File: src/rtl/inst_fetch_buffer.sv
// ---------------------------------------------------------------------------
// inst_fetch_buffer
//
// Instruction fetch stage in front of the CPU controller. Each rising edge
// of the fetch permit requests one Avalon-MM burst of BURST_LENGTH words at
// the current fetch PC. The returned words go into a circular instruction
// FIFO whose head is presented to the controller. A jump flushes the FIFO
// and redirects both the fetch PC and the head PC.
//
// Ports
//   clk, rst                 clock, synchronous active-high reset
//   i_permit_fetch           fetch permit level (a rising edge requests a burst)
//   o_fetch_complete         one-cycle pulse, burst fully written to the FIFO
//   o_inst / o_inst_valid    FIFO head word and head-valid flag
//   o_empty                  FIFO empty
//   o_inst_pc                byte address of the head word
//   i_inst_complete          pop the head (ignored when empty)
//   i_jump / i_jump_addr     flush and redirect strobe, target byte address
//   o_avm_*                  Avalon-MM read master (address, read, burstcount)
//   i_avm_*                  Avalon-MM slave response (waitrequest, data, valid)
// ---------------------------------------------------------------------------
module inst_fetch_buffer #(
    parameter int unsigned           WORD_BITS    = 32,
    parameter int unsigned           ADDR_BITS    = 32,
    parameter int unsigned           BURST_LENGTH = 4,
    parameter int unsigned           DEPTH        = 8,
    parameter logic [ADDR_BITS-1:0]  RESET_PC     = '0
) (
    input  logic                  clk,
    input  logic                  rst,
    input  logic                  i_permit_fetch,
    output logic                  o_fetch_complete,
    output logic [WORD_BITS-1:0]  o_inst,
    output logic                  o_inst_valid,
    output logic                  o_empty,
    output logic [ADDR_BITS-1:0]  o_inst_pc,
    input  logic                  i_inst_complete,
    input  logic                  i_jump,
    input  logic [ADDR_BITS-1:0]  i_jump_addr,
    output logic [ADDR_BITS-1:0]  o_avm_address,
    output logic                  o_avm_read,
    output logic [3:0]            o_avm_burstcount,
    input  logic                  i_avm_waitrequest,
    input  logic [WORD_BITS-1:0]  i_avm_readdata,
    input  logic                  i_avm_readdatavalid
);

    localparam int unsigned PTR_W  = $clog2(DEPTH);
    localparam int unsigned CNT_W  = PTR_W + 1;
    localparam int unsigned BCNT_W = (BURST_LENGTH > 1) ? $clog2(BURST_LENGTH) : 1;

    typedef enum logic [1:0] {
        S_IDLE,
        S_REQ,
        S_RECV,
        S_DONE
    } state_e;

    state_e                 state_q, state_d;
    logic                   req_q, req_d;
    logic                   permit_prev_q;
    logic                   stale_q, stale_d;
    logic [BCNT_W-1:0]      beat_cnt_q, beat_cnt_d;
    logic [ADDR_BITS-1:0]   fetch_pc_q, fetch_pc_d;
    logic [ADDR_BITS-1:0]   avm_addr_q, avm_addr_d;
    logic [PTR_W-1:0]       wr_ptr_q, wr_ptr_d;
    logic [PTR_W-1:0]       rd_ptr_q, rd_ptr_d;
    logic [CNT_W-1:0]       count_q, count_d;
    logic [ADDR_BITS-1:0]   inst_pc_q, inst_pc_d;
    logic [WORD_BITS-1:0]   mem [DEPTH];

    logic                   permit_edge;
    logic                   stale_now;
    logic                   push;
    logic                   pop;
    logic [CNT_W-1:0]       used;
    logic                   free_ok;
    logic                   last_beat;

    // A jump in the same cycle as a beat already makes that beat stale, so
    // the current-cycle view combines the registered flag with the strobe.
    assign stale_now   = stale_q | i_jump;
    assign permit_edge = i_permit_fetch & ~permit_prev_q;
    assign push        = (state_q == S_RECV) && i_avm_readdatavalid && !stale_now;
    assign pop         = i_inst_complete && (count_q != '0);
    assign used        = count_q + CNT_W'(push);
    assign free_ok     = (CNT_W'(DEPTH) - used) >= CNT_W'(BURST_LENGTH);
    assign last_beat   = (beat_cnt_q == BCNT_W'(BURST_LENGTH - 1));

    always_comb begin
        // NOTE: every next-state signal gets its hold value first so no path
        // through the case statement can leave it unassigned (no latches).
        state_d    = state_q;
        req_d      = req_q;
        stale_d    = stale_q;
        beat_cnt_d = beat_cnt_q;
        fetch_pc_d = fetch_pc_q;
        avm_addr_d = avm_addr_q;
        wr_ptr_d   = wr_ptr_q;
        rd_ptr_d   = rd_ptr_q;
        count_d    = count_q;
        inst_pc_d  = inst_pc_q;

        if (permit_edge) begin
            req_d = 1'b1;
        end

        case (state_q)
            S_IDLE: begin
                // Starting is deferred during a jump cycle so the pending
                // request is served from the redirected PC one cycle later.
                if (req_q && free_ok && !i_jump) begin
                    state_d    = S_REQ;
                    req_d      = 1'b0;
                    avm_addr_d = fetch_pc_q;
                end
            end
            S_REQ: begin
                if (i_jump) begin
                    stale_d = 1'b1;
                end
                if (!i_avm_waitrequest) begin
                    state_d = S_RECV;
                end
            end
            S_RECV: begin
                if (i_jump) begin
                    stale_d = 1'b1;
                end
                if (i_avm_readdatavalid) begin
                    beat_cnt_d = beat_cnt_q + BCNT_W'(1);
                    if (last_beat) begin
                        beat_cnt_d = '0;
                        stale_d    = 1'b0;
                        if (stale_now) begin
                            state_d = S_IDLE;
                        end else begin
                            state_d    = S_DONE;
                            fetch_pc_d = fetch_pc_q + ADDR_BITS'(4 * BURST_LENGTH);
                        end
                    end
                end
            end
            S_DONE: begin
                state_d = S_IDLE;
            end
            default: begin
                state_d = S_IDLE;
            end
        endcase

        // Jump overrides any same-cycle push, pop or PC advance.
        if (i_jump) begin
            wr_ptr_d   = '0;
            rd_ptr_d   = '0;
            count_d    = '0;
            inst_pc_d  = i_jump_addr;
            fetch_pc_d = i_jump_addr;
        end else begin
            if (push) begin
                wr_ptr_d = wr_ptr_q + PTR_W'(1);
            end
            if (pop) begin
                rd_ptr_d  = rd_ptr_q + PTR_W'(1);
                inst_pc_d = inst_pc_q + ADDR_BITS'(4);
            end
            count_d = count_q + CNT_W'(push) - CNT_W'(pop);
        end
    end

    // NOTE: state registers use non-blocking assignments so every flop
    // samples the pre-edge value of every other flop.
    always_ff @(posedge clk) begin
        if (rst) begin
            state_q       <= S_IDLE;
            req_q         <= 1'b0;
            permit_prev_q <= 1'b0;
            stale_q       <= 1'b0;
            beat_cnt_q    <= '0;
            fetch_pc_q    <= RESET_PC;
            avm_addr_q    <= '0;
            wr_ptr_q      <= '0;
            rd_ptr_q      <= '0;
            count_q       <= '0;
            inst_pc_q     <= RESET_PC;
        end else begin
            state_q       <= state_d;
            req_q         <= req_d;
            permit_prev_q <= i_permit_fetch;
            stale_q       <= stale_d;
            beat_cnt_q    <= beat_cnt_d;
            fetch_pc_q    <= fetch_pc_d;
            avm_addr_q    <= avm_addr_d;
            wr_ptr_q      <= wr_ptr_d;
            rd_ptr_q      <= rd_ptr_d;
            count_q       <= count_d;
            inst_pc_q     <= inst_pc_d;
        end
    end

    // NOTE: the FIFO storage has no reset; entries are only ever read while
    // count_q says they were written, and the head output is masked when empty.
    always_ff @(posedge clk) begin
        if (push) begin
            mem[wr_ptr_q] <= i_avm_readdata;
        end
    end

    assign o_fetch_complete = (state_q == S_DONE);
    assign o_avm_read       = (state_q == S_REQ);
    assign o_avm_address    = o_avm_read ? avm_addr_q : '0;
    assign o_avm_burstcount = o_avm_read ? 4'(BURST_LENGTH) : 4'd0;
    assign o_empty          = (count_q == '0);
    assign o_inst_valid     = !o_empty;
    assign o_inst           = o_empty ? '0 : mem[rd_ptr_q];
    assign o_inst_pc        = inst_pc_q;

endmodule

File: config.mk
export PLATFORM = sky130hd
export DESIGN_NAME = inst_fetch_buffer
export DESIGN_NICKNAME = d
export VERILOG_FILES = /design/src/rtl/inst_fetch_buffer.sv
export SDC_FILE = /design/constraint.sdc
export NUM_CORES = 1
export LEC_CHECK = 0
export CORE_AREA = 5 5 175 177
export DETAILED_ROUTE_END_ITERATION = 16
export DIE_AREA = 0 0 180 182
export GPL_ROUTABILITY_DRIVEN = 0
export GPL_TIMING_DRIVEN = 1
export HOLD_SLACK_MARGIN = 0.15
export PLACE_DENSITY_LB_ADDON = 0.1
export SLEW_MARGIN = 20
export SYNTH_ARGS = -nofsm -noshare
export SYNTH_HDL_FRONTEND = slang
export SYNTH_SLANG_ARGS = --single-unit
File: constraint.sdc
create_clock -name clk -period 7.65 [get_ports clk]
set_clock_uncertainty 0.2 [all_clocks]
set_input_delay 0.765 -clock clk [delete_from_list [all_inputs] [get_ports clk]]
set_output_delay 0.765 -clock clk [all_outputs]
set_load 0.05 [all_outputs]
==> out/qor.txt <==
Outcome: finished, final reports clean
Sinks on Clock Net: 372
Crit path buf inv count: 2
DP Worst Slack: 3.11 ns
Reg2reg path depth: 12
# rows: 63
DRC viols: 0
Vias post-DR: 9822
CTS Buffer Depth: 3
Synthesized area: 15600 sq um
Final Power: 0.00445 W
Syn_area_per_cell: 13.8 sq um
Number of synthesized register bits: 372
Slew @ Worst Pin: 1.00 ns
Gate Count Post-Synth: 1130
Grt ovf: 0
CTS Buf Count: 39
Post-CTS Resized: 0
Top FF cell, synth: edfxtp_1
Setup crit start kind: flip-flop
Fmax: 0.220 GHz
Avg WL per Cell: 20.9 um
Gr usage total: 21.6%
Worst Path Required: 6.68 ns
Slew headroom: 32.7%
Sequential area share after synthesis: 64.1%
Min-Delay Path Class: reg2reg
CP max stage cell: buf_4
Post-synth top area share: 49.2%
Unique masters post-synth: 63
Part of the cycle the worst path needs: 59.4%
Fin crit period: 4.55 ns
Fin. Hold Viols: 0
Critical Path Stages: 5
Vias in the first global route: 9977
Critical path cell sequence: buf_4 -> mux4_2 -> mux2i_1 -> nor2_1 -> clkdlybuf4s50_1
Setup CP Type: reg2out
Synth area leader: edfxtp_1
Area grow syn2layout: 21.1%
Number of max-cap violations: 0
Post-synth EDFFs: 256
Asr flop ratio synth: 0%
Total core area: 29100 sq um
DRT Wirelength: 35.6 mm
Crit path DAT: 3.58 ns
Multi-input gate area: 5290 sq um
Pin count of the biggest net entering global routing: 65
Overall die height: 182 um
Initial DRC count: 711
Reg2reg end: state_q[0]
Die Area: 32800 sq um
CP max FO: 40
ANT cells: 0
Count of pins over their slew limit: 0
Final worst slack: 3.10 ns
Placed cells: 1638
Initial antenna violation count: 0
Layout Cells excl Fill: 1705
Width of the die: 180 um
R2R setup slack: 3.60 ns
I/O pins: 175
Setup violators final: 0
Synth top area cells: edfxtp_1 (49%), dfxtp_1 (15%), mux4_2 (9.2%)
RSZ-0062 raised after global routing: no
Final ANT Viol Nets: 0
Top delay family on crit path: buffers and inverters
Peak VDD IR: 0.000128 V
Reg area: 10000 sq um
Slowest stage delay, CP: 0.74 ns
HPWL after DPL: 22.0 mm
Count leader, synth: edfxtp_1
Commonest cells in the netlist: edfxtp_1 (256), dfxtp_1 (116), a21oi_1 (74)
Power per cell area: 235 nW/um^2
Maximum level of the CTS H-tree: 2
Final hold slack: 0.259 ns
Final net count: 1374
Global-route wire length before repair: 56.3 mm
Register clock-pin slew on the reported worst setup and hold paths: 0.06 ns
Drt pass-1 iters: 5
Post CTS Setup Buffer Count: 0
PortBufs: 171
Fillers: 2136
CP endpoint: o_inst[15]
Clock root buffer: clkbuf_16
Ys Warns: 0
Initial core utilization: 53.7%
Worst setup EP type: output port
Hold-fix buffers at CTS: 0
Leak: 6.07 nW
Vias/cell: 5.76
Share of cells above drive strength 1: 12.7%
Setup TNS: 0 ns
CTS tree: yes
Worst-Skew Late Latency: 0.52 ns
Reg2reg start: state_q[0]
sequential cells by signal (all words and copies together), names as in the netlist, 2 cells and up, named ones only:
register and cells:
fetch_pc_q 32, rd_ptr_q 3, state_q 2, count_q 4, avm_addr_q 32, wr_ptr_q 3
mem 256, o_inst_pc 32, beat_cnt_q 2
worst reg2reg max path, cell delays in order (launching register included):
cell,delay (ns)
dfxtp_1,0.32
inv_1,0.14
ha_1,0.30
nand2_1,0.18
nor3_1,0.62
ha_1,0.33
ha_1,0.27
nor2_1,0.22
mux2i_1,0.37
o2111a_1,0.22
buf_4,0.34
o21ai_0,0.18
a211oi_1,0.25
cells in the final DEF (no fill, tap or decap), types with 12 or more instances in the layout:
cell,instances
clkdlybuf4s50_1,169
a21oi_1,74
mux4_2,64
o21ai_0,36
ha_1,14
buf_4,18
and3_1,12
edfxtp_1,256
a21boi_0,21
nand2_1,56
mux2i_1,37
nand4_1,17
inv_1,26
xor2_1,34
and2_1,35
dfxtp_1,113
nand3_1,52
clkbuf_16,39
xnor2_1,20
nor2_1,67
per-stage QoR:
| step | utilization (%) | area (sq um) |
|---|---|---|
| after floorplan | - | 15600 |
| after global placement | 60.9 | 17700 |
| after detailed placement | 61.0 | 17700 |
| after CTS | 65.1 | 18900 |
| after global routing | 65.1 | 18900 |
| final | 65.1 | 18900 |
cell type report:
class | count | share of cell area (%)
clock inverters | 12 | 0.575
flip-flops and latches | 372 | 52.9
multi-input cells | 661 | 28.0
repair buffers | 189 | 9.71
inverters | 26 | 0.516
well taps | 390 | 2.58
clock buffers | 55 | 5.74
cell families (layout without fill, tap and decap cells):
logic type	count (synthesis)	after routing	synth area share (%)
xor+xnor	54	54	3.03
fa+ha+maj	14	14	1.12
mux	102	102	11.7
flops	372	372	64.1
buf+inv	99	282	2.63
other cells	1	3	0.0240
compound gates	181	181	7.08
simple gates	307	307	10.4
report_power, final:
part | switching (W) | internal, W | total, W
registers | 0.0000422 | 0.00219 | 0.00223
clock network | 0.000726 | 0.00105 | 0.00178
logic | 0.000303 | 0.000143 | 0.000446
total | 0.00107 | 0.00338 | 0.00445
layer usage:
layer  global-route usage (%)  wire length (um)
met1                     30.5             15600
met2                     35.7             17400
met3                     3.17              1900
met4                     5.61               704
met5                        0                 0
how the worst min path moves through the flow:
| stage | cells past startpoint | startpoint | endpoint |
|---|---|---|---|
| 3_3_place_gp | 2 | o_inst_pc[1] | o_inst_pc[1] |
| 3_5_place_dp | 2 | o_inst_pc[1] | o_inst_pc[1] |
| 6_report | 2 | beat_cnt_q[1] | beat_cnt_q[1] |
| 2_1_floorplan | 2 | fetch_pc_q[0] | fetch_pc_q[0] |
| 4_1_cts | 2 | o_inst_pc[1] | o_inst_pc[1] |
| 5_1_grt | 2 | o_inst_pc[0] | o_inst_pc[0] |
No activity file was read; power rests on OpenSTA's default activity.
